## src/rtl/debug_autobaud_pkg.sv

```systemverilog
// Shared definitions for the debug UART auto-baud detector and its baud generator.
package debug_autobaud_pkg;

    typedef enum logic [2:0] {
        ST_ARM,
        ST_WAIT,
        ST_MEAS,
        ST_CALC,
        ST_LOCKED
    } state_e;

    localparam logic [7:0] SYNC_CHAR      = 8'h55;
    localparam logic [6:0] DEF_BAUD_DIV   = 7'h0C;
    localparam int         EDGES_PER_SYNC = 4;

endpackage

```

## src/rtl/debug_sync2.sv

```systemverilog
// Two-flop synchronizer for the raw rx pad; resets to the idle-high line level.
module debug_sync2 (
    input  logic clk,
    input  logic rst_n,
    input  logic d_i,
    output logic q_o
);

    logic meta_q;
    logic sync_q;

    always_ff @(posedge clk or negedge rst_n) begin
        if (!rst_n) begin
            meta_q <= 1'b1;
            sync_q <= 1'b1;
        end else begin
            meta_q <= d_i;
            sync_q <= meta_q;
        end
    end

    assign q_o = sync_q;

endmodule

```

## src/rtl/debug_autobaud.sv

```systemverilog
// Auto-baud detector: times the falling edges of a 0x55 sync character on rx and
// produces the divider for the debug baud generator (bit time = 16*(div+1) clks).
module debug_autobaud
    import debug_autobaud_pkg::*;
#(
    parameter int CNT_W    = 16,
    parameter int IDLE_MIN = 16,
    parameter int TOL_SH   = 3
) (
    input  logic       clk,
    input  logic       rst_n,
    input  logic       en_i,
    input  logic       relock_i,
    input  logic       rx_i,
    output logic       baud_set_o,
    output logic [6:0] baud_div_o,
    output logic       locked_o,
    output logic       err_o
);

    localparam int IDLE_W = $clog2(IDLE_MIN + 1);
    localparam int EDGE_W = $clog2(EDGES_PER_SYNC);

    state_e              state_q, state_d;
    logic                rxSync;
    logic                rxPrev_q;
    logic                rxFall;
    logic [IDLE_W-1:0]   idleCnt_q, idleCnt_d;
    logic [CNT_W-1:0]    segCnt_q, segCnt_d;
    logic [CNT_W-1:0]    totCnt_q, totCnt_d;
    logic [CNT_W-1:0]    refSeg_q, refSeg_d;
    logic [EDGE_W-1:0]   edgeIdx_q, edgeIdx_d;
    logic [6:0]          baudDiv_q, baudDiv_d;
    logic                baudSet_q, baudSet_d;
    logic                locked_q, locked_d;
    logic                err_q, err_d;
    logic [CNT_W-1:0]    segLen;
    logic [CNT_W-1:0]    segDiff;
    logic [CNT_W-1:0]    segTol;
    logic [CNT_W:0]      roundSum;
    logic [CNT_W:0]      quot;
    logic                quotValid;

    debug_sync2 u_sync (
        .clk   (clk),
        .rst_n (rst_n),
        .d_i   (rx_i),
        .q_o   (rxSync)
    );

    // Segment length includes the edge cycle itself, so the count equals the true edge spacing.
    assign rxFall    = rxPrev_q & ~rxSync;
    assign segLen    = segCnt_q + 1'b1;
    assign segDiff   = (segLen >= refSeg_q) ? (segLen - refSeg_q) : (refSeg_q - segLen);
    assign segTol    = refSeg_q >> TOL_SH;
    assign roundSum  = {1'b0, totCnt_q} + (CNT_W+1)'(64);
    assign quot      = roundSum >> 7;
    assign quotValid = (quot != '0) && (quot <= (CNT_W+1)'(128));

    always_comb begin
        state_d   = state_q;
        idleCnt_d = idleCnt_q;
        segCnt_d  = segCnt_q;
        totCnt_d  = totCnt_q;
        refSeg_d  = refSeg_q;
        edgeIdx_d = edgeIdx_q;
        baudDiv_d = baudDiv_q;
        locked_d  = locked_q;
        baudSet_d = 1'b0;
        err_d     = 1'b0;

        if (!en_i || relock_i) begin
            state_d   = ST_ARM;
            locked_d  = 1'b0;
            idleCnt_d = '0;
            segCnt_d  = '0;
            totCnt_d  = '0;
            edgeIdx_d = '0;
        end else begin
            unique case (state_q)
                ST_ARM: begin
                    if (!rxSync) begin
                        idleCnt_d = '0;
                    end else if (idleCnt_q == IDLE_W'(IDLE_MIN - 1)) begin
                        idleCnt_d = '0;
                        state_d   = ST_WAIT;
                    end else begin
                        idleCnt_d = idleCnt_q + 1'b1;
                    end
                end
                ST_WAIT: begin
                    if (rxFall) begin
                        segCnt_d  = '0;
                        totCnt_d  = '0;
                        edgeIdx_d = '0;
                        state_d   = ST_MEAS;
                    end
                end
                ST_MEAS: begin
                    if ((&segCnt_q) || (&totCnt_q)) begin
                        err_d   = 1'b1;
                        state_d = ST_ARM;
                    end else if (rxFall) begin
                        segCnt_d = '0;
                        totCnt_d = totCnt_q + 1'b1;
                        if (edgeIdx_q == '0) begin
                            refSeg_d  = segLen;
                            edgeIdx_d = edgeIdx_q + 1'b1;
                        end else if (segDiff > segTol) begin
                            err_d   = 1'b1;
                            state_d = ST_ARM;
                        end else if (edgeIdx_q == EDGE_W'(EDGES_PER_SYNC - 1)) begin
                            state_d = ST_CALC;
                        end else begin
                            edgeIdx_d = edgeIdx_q + 1'b1;
                        end
                    end else begin
                        segCnt_d = segCnt_q + 1'b1;
                        totCnt_d = totCnt_q + 1'b1;
                    end
                end
                ST_CALC: begin
                    if (quotValid) begin
                        baudDiv_d = 7'(quot - 1'b1);
                        baudSet_d = 1'b1;
                        locked_d  = 1'b1;
                        state_d   = ST_LOCKED;
                    end else begin
                        err_d   = 1'b1;
                        state_d = ST_ARM;
                    end
                end
                ST_LOCKED: begin
                    state_d = ST_LOCKED;
                end
                default: begin
                    state_d = ST_ARM;
                end
            endcase
        end
    end

    always_ff @(posedge clk or negedge rst_n) begin
        if (!rst_n) begin
            state_q   <= ST_ARM;
            rxPrev_q  <= 1'b1;
            idleCnt_q <= '0;
            segCnt_q  <= '0;
            totCnt_q  <= '0;
            refSeg_q  <= '0;
            edgeIdx_q <= '0;
            baudDiv_q <= DEF_BAUD_DIV;
            baudSet_q <= 1'b0;
            locked_q  <= 1'b0;
            err_q     <= 1'b0;
        end else begin
            state_q   <= state_d;
            rxPrev_q  <= rxSync;
            idleCnt_q <= idleCnt_d;
            segCnt_q  <= segCnt_d;
            totCnt_q  <= totCnt_d;
            refSeg_q  <= refSeg_d;
            edgeIdx_q <= edgeIdx_d;
            baudDiv_q <= baudDiv_d;
            baudSet_q <= baudSet_d;
            locked_q  <= locked_d;
            err_q     <= err_d;
        end
    end

    assign baud_set_o = baudSet_q;
    assign baud_div_o = baudDiv_q;
    assign locked_o   = locked_q;
    assign err_o      = err_q;

endmodule

```

## config.mk

```make
export PLATFORM = sky130hd
export DESIGN_NAME = debug_autobaud
export DESIGN_NICKNAME = d
export VERILOG_FILES = /design/src/rtl/debug_autobaud_pkg.sv /design/src/rtl/debug_sync2.sv /design/src/rtl/debug_autobaud.sv
export SDC_FILE = /design/constraint.sdc
export NUM_CORES = 1
export LEC_CHECK = 0
export CORE_ASPECT_RATIO = 0.75
export CORE_UTILIZATION = 60
export CTS_BUF_LIST = sky130_fd_sc_hd__clkbuf_8
export DETAILED_ROUTE_END_ITERATION = 8
export DONT_BUFFER_PORTS = 1
export PLACE_DENSITY = 0.85
export SETUP_SLACK_MARGIN = 0.02
export SYNTH_ARGS = -nofsm -noshare
export SYNTH_HDL_FRONTEND = slang
export SYNTH_SLANG_ARGS = --single-unit
```

## constraint.sdc

```tcl
create_clock -name clk -period 7 [get_ports clk]
set_input_delay 1.4 -clock clk [delete_from_list [all_inputs] [get_ports clk]]
set_output_delay 1.4 -clock clk [all_outputs]
set_load 0.05 [all_outputs]
```

==> impl_metrics.csv <==
group,metric,value,unit
floorplanning,chipHeight,86.5,um
setup_path,worstSetupStartpointType,"flip-flop",
pwr,p_int,0.000578,W
sta,min_period,6.62,ns
sta,timing.setup.tns,0,ns
worst_hold_path,whs_path_depth,0,
pwr,power.density,127,nW/um^2
cells_and_area,antenna_cells,0,
drt,wl_met1,6860,um
drt,dr.max_layer_used,"met4",
floorplanning,rows,30,
drt,drtAntennaViolNets,0,
clock_tree,postCtsHoldBufs,0,
sta,setup_viol,0,
floorplanning,die_area,9920,sq um
pwr,seqPwrFrac,54.6,%
yosys,syn_area,5710,sq um
worst_hold_path,hold_path_class,"reg -> reg",
yosys,yosysSeqAreaShare,31.2,%
setup_path,worstPathMaxFanout,10,
flow_run,drv_cap,0,
placed_design,port_buffers,0,
yosys,synth_top_area_share,28.9,%
drt,first_iter_violations,543,
drt,viasPerCell,6.35,
clock_tree,cts_made_buffers,9,
yosys,async_flop_share,100,%
yosys,synth_seq_cells,71,
yosys,syn_avg_cell_area,8.22,sq um
yosys,ys_warn_count,0,
setup_path,critPathKind,"reg -> reg",
pwr,p_clk_share,44.2,%
floorplanning,initial_core_util,62.4,%
pwr,combPwrFrac,1.2,%
sta,rsz0062_at_grt,"no",
yosys,synth_area_leaders,"dfrtp_1 (29%), ha_1 (11%), o21ai_0 (7.0%)",
clock_tree,clockBufferDepth,2,
placed_design,globalplace.congestion,0.923,
drt,wl_per_cell,18.4,um
setup_path,cp.required,7.28,ns
cells_and_area,layout-drive-gt1-share,7.78,%
cells_and_area,area_delta_synth_final,4.38,%
yosys,ys.flop_type,"dfrtp_1",
clock_tree,clock_sinks,71,
floorplanning,io_pins,15,
cells_and_area,final_cell_mix,"nand2_1 (87), o21ai_0 (80), dfrtp_1 (66)",
yosys,netlist_instances,695,
global_routing,grt_pass1_vias,4760,
drt,dr_wl_met3,1130,um
placed_design,pre_cts_ws,0.230,ns
yosys,ys_types,62,
setup_path,end_kind,"flip-flop",
sta,max_freq,0.151,GHz
placed_design,place.detailed.hpwl,11000,um
global_routing,grt_usage,31.1,%
sta,relSlewSlack,23.1,%
status,outcome,"finished, final reports clean",
clock_tree,clkTransAtPathRegs,0.08,ns
pwr,p_leak,2.84,nW
sta,hold_slack,0.359,ns
global_routing,grt_pass1_wl,24000,um
yosys,syn-num-nets,753,
cells_and_area,final_common_cell,"nand2_1",
clock_tree,clock_latency,0.36,ns
drt,num_vias,5136,
setup_path,reg2reg_depth,25,
clock_tree,tritoncts,"built",
pwr,switching_share,23.4,%
drt,drc_errors,0,
sta,layout_setup_ws,0.376,ns
sta,post-route-period-util,94.6,%
floorplanning,die_w,115,um
drt,wirelength,14900,um
global_routing,antenna_found_initial,0,
cells_and_area,nets,734,
worst_hold_path,hold_start,"u_sync.meta_q",
sta,skew,0.00707,ns
yosys,synth_edf_count,0,
cells_and_area,fill_cells,774,
global_routing,grt_max_degree,72,
clock_tree,root_buffer,"clkbuf_8",
floorplanning,core_area,9160,sq um
setup_path,r2r_slack,0.38,ns
pwr,ir_drop,149,uV
clock_tree,htreeDepth,3,
drt,drt-pass1-iter-count,5,
sta,tightest_slew,1.15,ns
setup_path,cp_data_arrival_time,6.90,ns
setup_path,regToRegStartpoint,"segCnt_q[0]",
sta,hold_viol,0,
pwr,switchingPower,0.000177,W
yosys,yosysTopAreaCell,"dfrtp_1",
global_routing,grt-ovfl-total,0,
setup_path,reg2reg_to,"edgeIdx_q[0]",
worst_hold_path,min_to,"u_sync.q_o",
drt,routed-wl-met2,6660,um
sta,drv_slew,0,
-- area by class of cell --
cell class	count	area [sq um]	area share, %
clock buffer	9	124	2.08
timing repair buffer	3	22.5	0.378
clock inverter	7	73.8	1.24
tap	128	160	2.69
multi-input combinational	545	3630	60.8
sequential	71	1780	29.9
inverter	46	173	2.90
-- Yosys cell counts (5+ instances only) --
| cell type | number |
|---|---|
| a211oi_1 | 6 |
| a21o_1 | 8 |
| a21oi_1 | 60 |
| a31oi_1 | 5 |
| and2_1 | 5 |
| and3_1 | 13 |
| buf_2 | 17 |
| clkbuf_1 | 11 |
| dfrtp_1 | 66 |
| dfstp_2 | 5 |
| ha_1 | 51 |
| inv_1 | 46 |
| mux2_4 | 6 |
| mux2i_1 | 13 |
| nand2_1 | 87 |
| nand2b_1 | 9 |
| nand3_1 | 22 |
| nand4_1 | 11 |
| nor2_1 | 44 |
| nor2b_1 | 8 |
| nor3_1 | 9 |
| o211ai_1 | 5 |
| o21a_1 | 7 |
| o21ai_0 | 80 |
| o31ai_1 | 7 |
| xnor2_1 | 16 |
| xor2_1 | 17 |
-- per-layer routing --
metal  global-route usage, %  vias to the layer above
met3                    7.62                       27
met1                    44.8                     2486
li1                        -                     2405
met4                    8.85                        0
met2                    46.4                      218
met5                       0                        -
-- power groups by stage --
stage | logic, W | clock network [W] | registers [W]
floorplan | 0.00000711 | 0 | 0.000421
global placement | 0.00000826 | 0 | 0.000421
detailed placement | 0.00000859 | 0 | 0.000421
CTS | 0.00000871 | 0.000333 | 0.000413
global route | 0.00000977 | 0.000346 | 0.000413
finish | 0.00000897 | 0.000334 | 0.000413
-- timing repair --
action / 4_1_cts / 5_1_grt
endpoints found under the hold margin: 0 / 0
gates resized for setup: 0 / 10
setup buffers: 0 / 1
endpoints found under the setup margin: 0 / 3
-- worst max-delay path by stage --
| stage | cells past startpoint | from | slack [ns] | endpoint |
|---|---|---|---|---|
| 2_1_floorplan | 28 | segCnt_q[0] | 1.28 | edgeIdx_q[1] |
| 3_3_place_gp | 25 | segCnt_q[0] | 0.65 | edgeIdx_q[1] |
| 3_5_place_dp | 26 | segCnt_q[0] | 0.23 | edgeIdx_q[0] |
| 4_1_cts | 26 | segCnt_q[0] | 0.16 | edgeIdx_q[1] |
| 5_1_grt | 25 | segCnt_q[0] | 0.01 | edgeIdx_q[0] |
| 6_report | 25 | segCnt_q[0] | 0.38 | edgeIdx_q[0] |
-- kinds of logic (layout without fill, tap and decap cells) --
group | count (synthesis) | in the layout | share of synthesized area (%)
xor gates and xnor gates | 33 | 33 | 5.06
AOI/OAI and AO/OA | 208 | 208 | 21.9
buffers and inverters | 79 | 65 | 6.11
DFF | 71 | 71 | 31.2
muxes | 22 | 22 | 4.45
and+or+nand+nor | 229 | 229 | 19.4
adders and majority gates | 53 | 53 | 11.9
-- through the flow --
stage | power (W) | utilization (%) | area [sq um] | std cells
3_5_place_dp | 0.000429 | 62.4 | 5710 | 792
6_report | 0.000755 | 65.1 | 5960 | 809
5_1_grt | 0.000768 | 65.1 | 5960 | 809
2_1_floorplan | 0.000428 | - | 5710 | 695
3_3_place_gp | 0.000429 | 62.4 | 5710 | 792
4_1_cts | 0.000755 | 64.5 | 5910 | 808
-- state kept, by name, indices dropped and copies added, names as in the netlist --
register	count
u_sync.q_o	1
u_sync.meta_q	1
locked_o	1
edgeIdx_q	2
err_o	1
state_q	3
segCnt_q	16
refSeg_q	16
rxPrev_q	1
baud_set_o	1
totCnt_q	16
idleCnt_q	5
baud_div_o	7
-- critical path, stage by stage, from the launching register on --
cell	delay, ns
dfrtp_1	0.46
nand3_1	0.18
nor2_2	0.23
and3_2	0.32
nand2_1	0.10
xor2_1	0.28
inv_1	0.08
ha_1	0.50
nand4_1	0.27
a211o_1	0.37
a31oi_1	0.18
or3b_4	0.22
mux2i_1	0.31
a21oi_1	0.13
o31ai_1	0.32
xor2_1	0.19
ha_1	0.27
a21o_1	0.16
a21o_1	0.17
a221o_1	0.31
a221oi_1	0.33
o21bai_1	0.16
or4_1	0.45
o22ai_2	0.20
o211ai_1	0.13
mux2i_1	0.20
Note: power is estimated with default switching activity, not from simulation.
